$ cat config.mk
export PLATFORM = sky130hd
export DESIGN_NAME = mem_req_bridge_flat
export DESIGN_NICKNAME = d
export VERILOG_FILES = /design/src/rtl/mem_req_bridge_if.sv /design/src/rtl/mem_req_bridge.sv /design/src/flat_wrapper.sv
export SDC_FILE = /design/constraint.sdc
export NUM_CORES = 1
export LEC_CHECK = 0
export ABC_AREA = 0
export CAP_MARGIN = 25
export CORE_AREA = 2 2 122 124
export CTS_BUF_LIST = sky130_fd_sc_hd__clkbuf_16
export DETAILED_ROUTE_END_ITERATION = 10
export DIE_AREA = 0 0 124 126
export DONT_BUFFER_PORTS = 1
export PLACE_DENSITY = 0.6
export SKIP_CTS_REPAIR_TIMING = 1
export SYNTH_ARGS = -nofsm -noshare
export SYNTH_HDL_FRONTEND = slang
export SYNTH_SLANG_ARGS = --single-unit
$ cat constraint.sdc
create_clock -name clk -period 2.8 [get_ports clk]
set_input_delay 0.14 -clock clk [delete_from_list [all_inputs] [get_ports clk]]
set_output_delay 0.14 -clock clk [all_outputs]
set_load 0.03 [all_outputs]
$ cat src/rtl/mem_req_bridge_if.sv
// Stage-side and bus-side handshake bundle for mem_req_bridge.
// master: stage/bus environment view; slave: bridge view.
interface mem_req_bridge_if #(
  parameter int ADDR_W = 32,
  parameter int DATA_W = 32
);
  localparam int SW = DATA_W / 8;

  logic              req_valid;
  logic              req_ready;
  logic              req_wr;
  logic [1:0]        req_size;
  logic [SW-1:0]     req_wstrb;
  logic [ADDR_W-1:0] req_addr;
  logic [DATA_W-1:0] req_wdata;

  logic              resp_valid;
  logic              resp_ready;
  logic              resp_wr;
  logic [DATA_W-1:0] resp_rdata;

  logic              bus_req;
  logic              bus_wr;
  logic [1:0]        bus_size;
  logic [SW-1:0]     bus_wstrb;
  logic [ADDR_W-1:0] bus_addr;
  logic [DATA_W-1:0] bus_wdata;
  logic              bus_addr_ok;
  logic              bus_data_ok;
  logic [DATA_W-1:0] bus_rdata;

  modport master (
    output req_valid,
    output req_wr,
    output req_size,
    output req_wstrb,
    output req_addr,
    output req_wdata,
    output resp_ready,
    output bus_addr_ok,
    output bus_data_ok,
    output bus_rdata,
    input  req_ready,
    input  resp_valid,
    input  resp_wr,
    input  resp_rdata,
    input  bus_req,
    input  bus_wr,
    input  bus_size,
    input  bus_wstrb,
    input  bus_addr,
    input  bus_wdata
  );

  modport slave (
    input  req_valid,
    input  req_wr,
    input  req_size,
    input  req_wstrb,
    input  req_addr,
    input  req_wdata,
    input  resp_ready,
    input  bus_addr_ok,
    input  bus_data_ok,
    input  bus_rdata,
    output req_ready,
    output resp_valid,
    output resp_wr,
    output resp_rdata,
    output bus_req,
    output bus_wr,
    output bus_size,
    output bus_wstrb,
    output bus_addr,
    output bus_wdata
  );
endinterface

$ cat src/rtl/mem_req_bridge.sv
// Stage valid/ready to SRAM-like addr_ok/data_ok bridge, in-order, flushable.
// Optional perf counters built when MEM_BRIDGE_PERF_EN is defined.
module mem_req_bridge #(
  parameter int ADDR_W    = 32,
  parameter int DATA_W    = 32,
  parameter int MAX_OUTST = 2
) (
  input  logic             clk,
  input  logic             rst,
  input  logic             flush,
  mem_req_bridge_if.slave  io,
  output logic             err_unexp,
  output logic [31:0]      perf_req_cnt,
  output logic [31:0]      perf_stall_cnt,
  output logic [31:0]      perf_drop_cnt
);

  localparam int PW = (MAX_OUTST > 1) ?
                      $clog2(MAX_OUTST) : 1;
  localparam int CW = $clog2(MAX_OUTST + 1);
  localparam logic [CW:0] MAXV =
    (CW+1)'(MAX_OUTST);

  typedef logic [ADDR_W-1:0] addr_t;
  typedef logic [DATA_W-1:0] data_t;

  function automatic logic [PW-1:0] nxt(
    input logic [PW-1:0] p
  );
    if (p == PW'(MAX_OUTST - 1))
      return '0;
    return p + PW'(1);
  endfunction

  // tracking FIFO: issued, awaiting data_ok
  logic          trk_wr     [MAX_OUTST];
  logic          trk_cancel [MAX_OUTST];
  logic [PW-1:0] trk_wp;
  logic [PW-1:0] trk_rp;
  logic [CW-1:0] trk_cnt;

  // response FIFO: returned, awaiting stage
  logic          rsp_wr   [MAX_OUTST];
  data_t         rsp_data [MAX_OUTST];
  logic [PW-1:0] rsp_wp;
  logic [PW-1:0] rsp_rp;
  logic [CW-1:0] rsp_cnt;

  logic [CW:0] used;
  logic        has_credit;
  logic        accept;
  logic        data_ok_v;
  logic        unexp;
  logic        head_cancel;
  logic        push_rsp;
  logic        drop_rsp;
  logic        pop_rsp;

  assign used = {1'b0, trk_cnt} +
                {1'b0, rsp_cnt};
  assign has_credit = used < MAXV;

  assign io.bus_req = io.req_valid &
                      has_credit &
                      ~flush;
  assign io.bus_wr    = io.req_wr;
  assign io.bus_size  = io.req_size;
  assign io.bus_wstrb = io.req_wstrb;
  assign io.bus_addr  = addr_t'(io.req_addr);
  assign io.bus_wdata = io.req_wdata;

  assign io.req_ready = io.bus_req &
                        io.bus_addr_ok;
  assign accept = io.req_ready;

  assign data_ok_v = io.bus_data_ok &
                     (trk_cnt != '0);
  assign unexp = io.bus_data_ok &
                 (trk_cnt == '0);

  // a flush in the data_ok cycle kills the popped entry too
  assign head_cancel = trk_cancel[trk_rp] | flush;
  assign push_rsp = data_ok_v & ~head_cancel;
  assign drop_rsp = data_ok_v & head_cancel;

  assign io.resp_valid = (rsp_cnt != '0);
  assign pop_rsp = io.resp_valid &
                   io.resp_ready;
  assign io.resp_wr = io.resp_valid &
                      rsp_wr[rsp_rp];
  assign io.resp_rdata = io.resp_valid ?
                         rsp_data[rsp_rp] : '0;

  always_ff @(posedge clk or posedge rst) begin
    if (rst) begin
      trk_wp  <= '0;
      trk_rp  <= '0;
      trk_cnt <= '0;
      for (int i = 0; i < MAX_OUTST; i++) begin
        trk_wr[i]     <= 1'b0;
        trk_cancel[i] <= 1'b0;
      end
    end else begin
      if (flush) begin
        for (int i = 0; i < MAX_OUTST; i++)
          trk_cancel[i] <= 1'b1;
      end
      if (accept) begin
        trk_wr[trk_wp]     <= io.req_wr;
        trk_cancel[trk_wp] <= 1'b0;
        trk_wp             <= nxt(trk_wp);
      end
      if (data_ok_v)
        trk_rp <= nxt(trk_rp);
      trk_cnt <= trk_cnt +
                 CW'(accept) -
                 CW'(data_ok_v);
    end
  end

  always_ff @(posedge clk or posedge rst) begin
    if (rst) begin
      rsp_wp  <= '0;
      rsp_rp  <= '0;
      rsp_cnt <= '0;
      for (int i = 0; i < MAX_OUTST; i++) begin
        rsp_wr[i]   <= 1'b0;
        rsp_data[i] <= '0;
      end
    end else if (flush) begin
      rsp_wp  <= '0;
      rsp_rp  <= '0;
      rsp_cnt <= '0;
    end else begin
      if (push_rsp) begin
        rsp_wr[rsp_wp]   <= trk_wr[trk_rp];
        rsp_data[rsp_wp] <= trk_wr[trk_rp] ?
                            '0 : io.bus_rdata;
        rsp_wp           <= nxt(rsp_wp);
      end
      if (pop_rsp)
        rsp_rp <= nxt(rsp_rp);
      rsp_cnt <= rsp_cnt +
                 CW'(push_rsp) -
                 CW'(pop_rsp);
    end
  end

  always_ff @(posedge clk or posedge rst) begin
    if (rst)
      err_unexp <= 1'b0;
    else if (unexp)
      err_unexp <= 1'b1;
  end

`ifdef MEM_BRIDGE_PERF_EN
  always_ff @(posedge clk or posedge rst) begin
    if (rst) begin
      perf_req_cnt   <= '0;
      perf_stall_cnt <= '0;
      perf_drop_cnt  <= '0;
    end else begin
      if (accept)
        perf_req_cnt <= perf_req_cnt + 32'd1;
      if (io.req_valid & ~io.req_ready)
        perf_stall_cnt <= perf_stall_cnt + 32'd1;
      if (drop_rsp)
        perf_drop_cnt <= perf_drop_cnt + 32'd1;
    end
  end
`else
  assign perf_req_cnt   = '0;
  assign perf_stall_cnt = '0;
  assign perf_drop_cnt  = '0;
`endif

endmodule

$ cat src/flat_wrapper.sv
// flat-port wrapper written by rule: the top's interface ports become plain ports
module mem_req_bridge_flat 
#(
  parameter int ADDR_W    = 32,
  parameter int DATA_W    = 32,
  parameter int MAX_OUTST = 2
)
  (clk, rst, flush, err_unexp, perf_req_cnt, perf_stall_cnt, perf_drop_cnt, io_req_valid, io_req_wr, io_req_size, io_req_wstrb, io_req_addr, io_req_wdata, io_resp_ready, io_bus_addr_ok, io_bus_data_ok, io_bus_rdata, io_req_ready, io_resp_valid, io_resp_wr, io_resp_rdata, io_bus_req, io_bus_wr, io_bus_size, io_bus_wstrb, io_bus_addr, io_bus_wdata);
  mem_req_bridge_if #(.ADDR_W(ADDR_W), .DATA_W(DATA_W)) io_i ();
  input  logic clk;
  input  logic rst;
  input  logic flush;
  output logic err_unexp;
  output logic [31:0] perf_req_cnt;
  output logic [31:0] perf_stall_cnt;
  output logic [31:0] perf_drop_cnt;
  input wire logic [$bits(io_i.req_valid)-1:0] io_req_valid;
  input wire logic [$bits(io_i.req_wr)-1:0] io_req_wr;
  input wire logic [$bits(io_i.req_size)-1:0] io_req_size;
  input wire logic [$bits(io_i.req_wstrb)-1:0] io_req_wstrb;
  input wire logic [$bits(io_i.req_addr)-1:0] io_req_addr;
  input wire logic [$bits(io_i.req_wdata)-1:0] io_req_wdata;
  input wire logic [$bits(io_i.resp_ready)-1:0] io_resp_ready;
  input wire logic [$bits(io_i.bus_addr_ok)-1:0] io_bus_addr_ok;
  input wire logic [$bits(io_i.bus_data_ok)-1:0] io_bus_data_ok;
  input wire logic [$bits(io_i.bus_rdata)-1:0] io_bus_rdata;
  output wire logic [$bits(io_i.req_ready)-1:0] io_req_ready;
  output wire logic [$bits(io_i.resp_valid)-1:0] io_resp_valid;
  output wire logic [$bits(io_i.resp_wr)-1:0] io_resp_wr;
  output wire logic [$bits(io_i.resp_rdata)-1:0] io_resp_rdata;
  output wire logic [$bits(io_i.bus_req)-1:0] io_bus_req;
  output wire logic [$bits(io_i.bus_wr)-1:0] io_bus_wr;
  output wire logic [$bits(io_i.bus_size)-1:0] io_bus_size;
  output wire logic [$bits(io_i.bus_wstrb)-1:0] io_bus_wstrb;
  output wire logic [$bits(io_i.bus_addr)-1:0] io_bus_addr;
  output wire logic [$bits(io_i.bus_wdata)-1:0] io_bus_wdata;
  assign io_i.req_valid = io_req_valid;
  assign io_i.req_wr = io_req_wr;
  assign io_i.req_size = io_req_size;
  assign io_i.req_wstrb = io_req_wstrb;
  assign io_i.req_addr = io_req_addr;
  assign io_i.req_wdata = io_req_wdata;
  assign io_i.resp_ready = io_resp_ready;
  assign io_i.bus_addr_ok = io_bus_addr_ok;
  assign io_i.bus_data_ok = io_bus_data_ok;
  assign io_i.bus_rdata = io_bus_rdata;
  assign io_req_ready = io_i.req_ready;
  assign io_resp_valid = io_i.resp_valid;
  assign io_resp_wr = io_i.resp_wr;
  assign io_resp_rdata = io_i.resp_rdata;
  assign io_bus_req = io_i.bus_req;
  assign io_bus_wr = io_i.bus_wr;
  assign io_bus_size = io_i.bus_size;
  assign io_bus_wstrb = io_i.bus_wstrb;
  assign io_bus_addr = io_i.bus_addr;
  assign io_bus_wdata = io_i.bus_wdata;
  mem_req_bridge #(.ADDR_W(ADDR_W), .DATA_W(DATA_W), .MAX_OUTST(MAX_OUTST)) u_core (.clk(clk), .rst(rst), .flush(flush), .io(io_i), .err_unexp(err_unexp), .perf_req_cnt(perf_req_cnt), .perf_stall_cnt(perf_stall_cnt), .perf_drop_cnt(perf_drop_cnt));
endmodule
==> key figures, run 1 <==
Setup path
  – Element type at the critical path start: flop
  – Worst reg2reg path depth: 9
  – Worst path max stage delay: 520 ps
  – Arr. time, crit path: 2740 ps
  – Reg-to-reg endpoint: u_core.trk_cnt[1]
  – WS Path Type: flop to flop
  – WP data required: 3050 ps
  – R2R setup slack: 300 ps
  – CP Capture Type: flop
  – Critical-path cell list: and2_1, fa_1, nor4b_4, nand2_1, ha_1, inv_1, ha_1, xnor2_1, xnor2_1
  – R2R Path Start: u_core.trk_cnt[0]
  – Crit path max-delay cell type: fa_1
  – Crit-path max FO: 4

Hold path
  – Hold Crit Start: io_bus_addr_ok
  – Hold Path Stages: 2
  – Hold WC Path Type: input pin to flop
  – Hold path endpoint: u_core.trk_wp

Run status
  – Status: finished, final reports clean

Power
  – Leakage: 2.23 nW
  – Pwr/cell area: 928 nW/um^2
  – Worst VDD drop: 514 uV
  – Tot Pwr: 4.41 mW

Floorplanning
  – Die Width: 124 um
  – Die area: 15600 sq um
  – Top Ports: 314
  – Core Box Area: 14300 sq um
  – Starting Density: 35.8%
  – Row cnt: 44
  – Die Ht: 126 um

Global routing
  – Vias in the first global route: 2662
  – Global-route wire length before repair: 14.8 mm
  – Global Route Usage Sum: 12.7%
  – Antenna violations before repair: 1
  – Pin count of the biggest net entering global routing: 35
  – Grt total ovfl: 0

Logic synthesis
  – Yosys warning total: 0
  – EDFF count, synth: 0
  – Average cell area after synthesis: 10.8 sq um
  – Seq cells post-synth: 79
  – Syn Inst Count: 476
  – Post-Synthesis Cell Area: 5120 sq um
  – Ys async rst share: 100%
  – Netlist cell types: 30
  – Area leader, netlist: dfrtp_1
  – Synth top area share: 38.6%
  – Primary FF master, synth: dfrtp_1
  – Synth area leaders: dfrtp_1, buf_4, mux2_2, mux2i_1, and2_1
  – Seq/Total Area, Yosys: 38.6%

Timing
  – Pins over their slew limit: 0
  – Tcrit/Tclk final: 89.1%
  – Worst slew pin tran: 683 ps
  – Final WS setup: 304 ps
  – Fmax: 0.401 GHz
  – Final hold vios: 0
  – Max Clock Skew: 4.48 ps
  – Normalized max-slew margin: 54.3%
  – Setup TNS: 0 ps
  – Final min period: 2500 ps
  – Unrepaired setup endpoints after global routing: no
  – Final setup vio count: 0

CTS
  – CTS tree: yes
  – Sinks on Clock Net: 79
  – Skew-Pair Late Insertion Delay: 330 ps
  – Max H-tree Level: 3
  – Clock buffer depth: 2
  – Clk root buf: clkbuf_16
  – CTS buffer count: 9
  – Clock Pin Slew Worst Setup and Hold Paths: 60 ps

Layout
  – Share of layout cells above drive strength 1: 22.8%
  – Most frequent cells in the layout: conb_1, dfrtp_1, mux2_2, nor2_1, mux2i_1
  – FF+latch area: 1980 sq um
  – Multi-input gate area: 2120 sq um
  – Commonest non-fill, non-tap cell in the layout: conb_1
  – Fin util: 33.2%
  – Fillers: 1467
  – P&R area growth vs syn: -7.18%
  – Final nets: 527

Detailed routing
  – Via density: 4.34
  – Remaining DRCs: 0
  – DRT antenna net count: 0
  – Drt total wl: 9.97 mm
  – Routed vias: 2609
  – TritonRoute pass-1 iters: 4
  – Wire length per cell: 16.6 um
  – Drt first-iter violations: 62

Job
  – Max-Cap Viols: 0

Placement
  – Placement Setup Slack: 290 ps
  – GPL Wtd Cong: 0.681
  – # port buffers: 0
  – HPWL Detailed: 7.16 mm
power by group:
group | switching, mW | leakage (nW) | total [mW] | internal, mW
clock network | 0.439 | 0.127 | 1.02 | 0.584
registers | 0.216 | 1.04 | 1.61 | 1.39
logic | 1.16 | 1.06 | 1.78 | 0.629
total | 1.81 | 2.23 | 4.41 | 2.60
critical path: cells and delay by family (launching register included):
family | cells | cell delay [ps]
flip-flops | 1 | 410
XOR/XNOR | 2 | 330
AND/OR/NAND/NOR | 3 | 630
buffers and inverters | 1 | 40
adder cells (fa/ha/maj) | 3 | 1000
area by class of cell:
type,count,area share [%]
Multi-Input combinational cell,297,44.5
Sequential cell,79,41.6
Tap cell,184,4.84
Clock buffer,9,4.74
Timing Repair Buffer,14,2.68
Inverter,11,0.895
Clock inverter,6,0.658
Antenna cell,1,0.0526
through the flow:
stage                     std cells  hold slack [ps]  area, sq um
after global placement          581             95.6         4460
after CTS                       596             -243         4710
after global routing            601             33.8         4750
final                           601             16.7         4750
after floorplan                 571              257         5490
after detailed placement        581              113         4460
metal layers:
metal | global-route usage [%] | routed length [um] | vias to the layer above
li1 | - | - | 1156
met1 | 14.2 | 3690 | 1299
met2 | 18.5 | 4720 | 113
met3 | 8.15 | 1220 | 39
met4 | 5.68 | 271 | 2
met5 | 3.29 | 62 | -
worst max-delay path by stage:
stage               cells after the start                end  slack [ps]              start
global route                            9  u_core.trk_cnt[1]         120  u_core.trk_cnt[0]
detailed placement                      9  u_core.trk_cnt[1]         290  u_core.trk_cnt[0]
global placement                        9  u_core.trk_cnt[1]         370  u_core.trk_cnt[0]
finish                                  9  u_core.trk_cnt[1]         300  u_core.trk_cnt[0]
floorplan                               9  u_core.trk_cnt[1]          70  u_core.trk_cnt[0]
CTS                                     9  u_core.trk_cnt[1]         270  u_core.trk_cnt[0]
sequential cells by signal, indices dropped and copies added, names as in the netlist:
signal and count:
u_core.err_unexp 1, u_core.rsp_cnt 2, u_core.rsp_data 64, u_core.rsp_rp 1, u_core.rsp_wp 1, u_core.rsp_wr 2, u_core.trk_cancel 2, u_core.trk_cnt 2
u_core.trk_rp 1, u_core.trk_wp 1, u_core.trk_wr 2
cells by family after synthesis:
kind of cell    after synthesis  synth area share [%]
buf+inv                     195                  27.5
mux                         103                  21.8
flops                        79                  38.6
simple gates                 79                  8.52
compound gates                7                 0.904
xor+xnor                      7                  1.20
fa+ha+maj                     5                  1.37
other cells                   1                0.0732
Yosys cell counts (all sizes together), types with 2 or more instances:
cell type and instances:
inv 11, xor2 2, buf 177, nor4 2, o21a 2, clkbuf 7, ha 4, dfrtp 79
and2 33, nor2 37, o21ai 3, mux2 67, xnor2 5, mux2i 36
Power figures use the tool's default switching activity.
==> run 2: changes to the inputs <==
--- a/config.mk
+++ b/config.mk
@@ -13,6 +13,7 @@
 export DIE_AREA = 0 0 124 126
 export DONT_BUFFER_PORTS = 1
 export PLACE_DENSITY = 0.6
+export RECOVER_POWER = 50
 export SKIP_CTS_REPAIR_TIMING = 1
 export SYNTH_ARGS = -nofsm -noshare
 export SYNTH_HDL_FRONTEND = slang
==> run 2 against run 1 <==
Effect of this change: the flow now finishes with violations (max-capacitance violations, max-slew violations); first-iteration DRC count fell by 1.6%; sequential share of layout area rose by 0.088 points; combinational power barely moved; via count fell by 0.11%; critical path type unchanged.
==> key figures, run 2 (synthesized netlist as in run 1, its figures left out) <==
Run status
  – Status: finished with violations (was finished, final reports clean)
  – Failing checks: max-capacitance violations, max-slew violations

Placement
  – # port buffers: 0 (unchanged)
  – Placed cells: 581 (unchanged)
  – GPL Wtd Cong: 0.681 (unchanged)
  – HPWL Detailed: 7.16 mm (unchanged)

Detailed routing
  – DRT antenna net count: 0 (unchanged)
  – TritonRoute pass-1 iters: 4 (unchanged)
  – Drt first-iter violations: 61 (was 62)
  – Remaining DRCs: 0 (unchanged)
  – Drt total wl: 9.98 mm (was 9.97 mm)
  – Via density: 4.34 (about the same)
  – Routed vias: 2606 (was 2609)
  – Wire length per cell: 16.6 um (about the same)

CTS
  – Max H-tree Level: 3 (unchanged)
  – Skew-Pair Late Insertion Delay: 330 ps (about the same)
  – Sinks on Clock Net: 79 (unchanged)
  – CTS tree: yes (unchanged)
  – Clock buffer depth: 2 (unchanged)
  – Clk root buf: clkbuf_16 (unchanged)
  – CTS buffer count: 9 (unchanged)
  – Clock Pin Slew Worst Setup and Hold Paths: 60 ps (about the same)

Global routing
  – Antenna violations before repair: 1 (unchanged)
  – GR Util met2: 18.5% (unchanged)
  – Vias in the first global route: 2662 (unchanged)
  – Global-route wire length before repair: 14.8 mm (unchanged)
  – Pin count of the biggest net entering global routing: 35 (unchanged)
  – Gr busiest metal: met2 (unchanged)
  – Global Route Usage Sum: 12.7% (unchanged)
  – M3 GR Usage: 8.15% (unchanged)
  – Grt total ovfl: 0 (unchanged)
  – Routing usage on met1: 14.2% (unchanged)

Floorplanning
  – Die area: 15600 sq um (unchanged)
  – Top Ports: 314 (unchanged)
  – Core Box Area: 14300 sq um (unchanged)
  – Die Ht: 126 um (unchanged)
  – Die Width: 124 um (unchanged)
  – Starting Density: 35.8% (unchanged)
  – Row cnt: 44 (unchanged)

Layout
  – Final nets: 527 (unchanged)
  – Fillers: 1469 (was 1467)
  – Share of layout cells above drive strength 1: 22.4% (was 22.8%)
  – P&R area growth vs syn: -7.38% (was -7.18%)
  – Max reg flops: 64 (unchanged)
  – Most frequent cells in the layout: conb_1, dfrtp_1, mux2_2, nor2_1, mux2i_1 (unchanged)
  – Non-filler cells, final: 601 (unchanged)
  – Largest register by flop count: u_core.rsp_data (unchanged)
  – Commonest non-fill, non-tap cell in the layout: conb_1 (unchanged)

Timing
  – Final min period: 2490 ps (was 2500 ps)
  – Setup TNS: 0 ps (unchanged)
  – Normalized max-slew margin: -0.674% (was 54.3%)
  – Worst slew pin tran: 1500 ps (was 683 ps)
  – Final setup vio count: 0 (unchanged)
  – Final hold vios: 0 (unchanged)
  – Pins over their slew limit: 34 (was 0)
  – Max Clock Skew: 4.39 ps (was 4.48 ps)
  – Fmax: 0.402 GHz (was 0.401 GHz)
  – Unrepaired setup endpoints after global routing: no (unchanged)
  – Tcrit/Tclk final: 88.8% (was 89.1%)

Setup path
  – CP Capture Type: flop (unchanged)
  – R2R Path Start: u_core.trk_cnt[0] (unchanged)
  – Element type at the critical path start: flop (unchanged)
  – Crit-path max FO: 4 (unchanged)
  – Arr. time, crit path: 2740 ps (about the same)
  – WS Path Type: flop to flop (unchanged)
  – Worst path max stage delay: 520 ps (about the same)
  – WP data required: 3050 ps (about the same)
  – Critical-path cell list: and2_1, fa_1, nor4b_4, nand2_1, ha_1, inv_1, ha_1, xnor2_1, xnor2_1 (unchanged)
  – Crit path max-delay cell type: fa_1 (unchanged)
  – Critical path buffer and inverter count: 1 (unchanged)
  – Worst setup path start: u_core.trk_cnt[0] (unchanged)
  – Top delay family on crit path: adder cells (unchanged)

Power
  – Worst VDD drop: 509 uV (was 514 uV)
  – Pwr/cell area: 929 nW/um^2 (was 928 nW/um^2)
  – Leakage: 2.22 nW (was 2.23 nW)

Hold path
  – Hold WC Path Type: input pin to flop (unchanged)
  – Hold Crit Start: io_bus_addr_ok (unchanged)

Job
  – Max-Cap Viols: 1 (was 0)
## run 2: metal layers
metal	share of wire, %	up-vias
met4	2.7	2
met2	48	110
met1	37	1301
met3	12	39
met5	0.62	-
li1	-	1154
## run 2: per-stage QoR
step                      hold WS, ps  setup WS [ps]  utilization (%)  power [mW]  cell area [sq um]
after floorplan                   257           69.7                -        3.30               5490
after global placement           95.6            370             31.1        3.38               4460
after detailed placement          113            290             31.1        3.44               4460
after CTS                        -243            266             32.9        4.51               4710
after global routing             33.8            104             33.1        4.73               4740
final                            17.4            313             33.1        4.41               4740
## run 2: final cells by class
cell class	count	area (sq um)	area share, %
clock inverters	6	31.3	0.659
flip-flops and latches	79	1980	41.7
repair buffers	14	121	2.56
inverters	11	42.5	0.897
multi-input cells	297	2110	44.5
diodes	1	2.50	0.0527
clock buffers	9	225	4.75
well taps	184	230	4.85
## run 2: report_power, final
group	switching, mW	internal [mW]	total, mW
combinational	1.16	0.626	1.78
clock	0.439	0.584	1.02
sequential	0.214	1.39	1.60
total	1.81	2.60	4.41
## run 2: worst paths after layout
check                                        to  cells past startpoint  slack (ps)
setup / recovery              u_core.trk_cnt[1]                      9         310
setup reg to reg              u_core.trk_cnt[1]                      9         310
hold / removal                    u_core.trk_wp                      2          20
hold reg to reg            u_core.trk_cancel[1]                      1         490
min in group asynchronous    u_core.rsp_data[1]                      2         620
max in group asynchronous         u_core.rsp_rp                      3         550
## run 2: worst register-to-register path, stage by stage (launching register included)
cell and delay (ps):
dfrtp_1 400, and2_1 180, fa_1 520, nor4b_4 300, nand2_1 140, ha_1 290, inv_1 40, ha_1 190
xnor2_1 190, xnor2_1 150
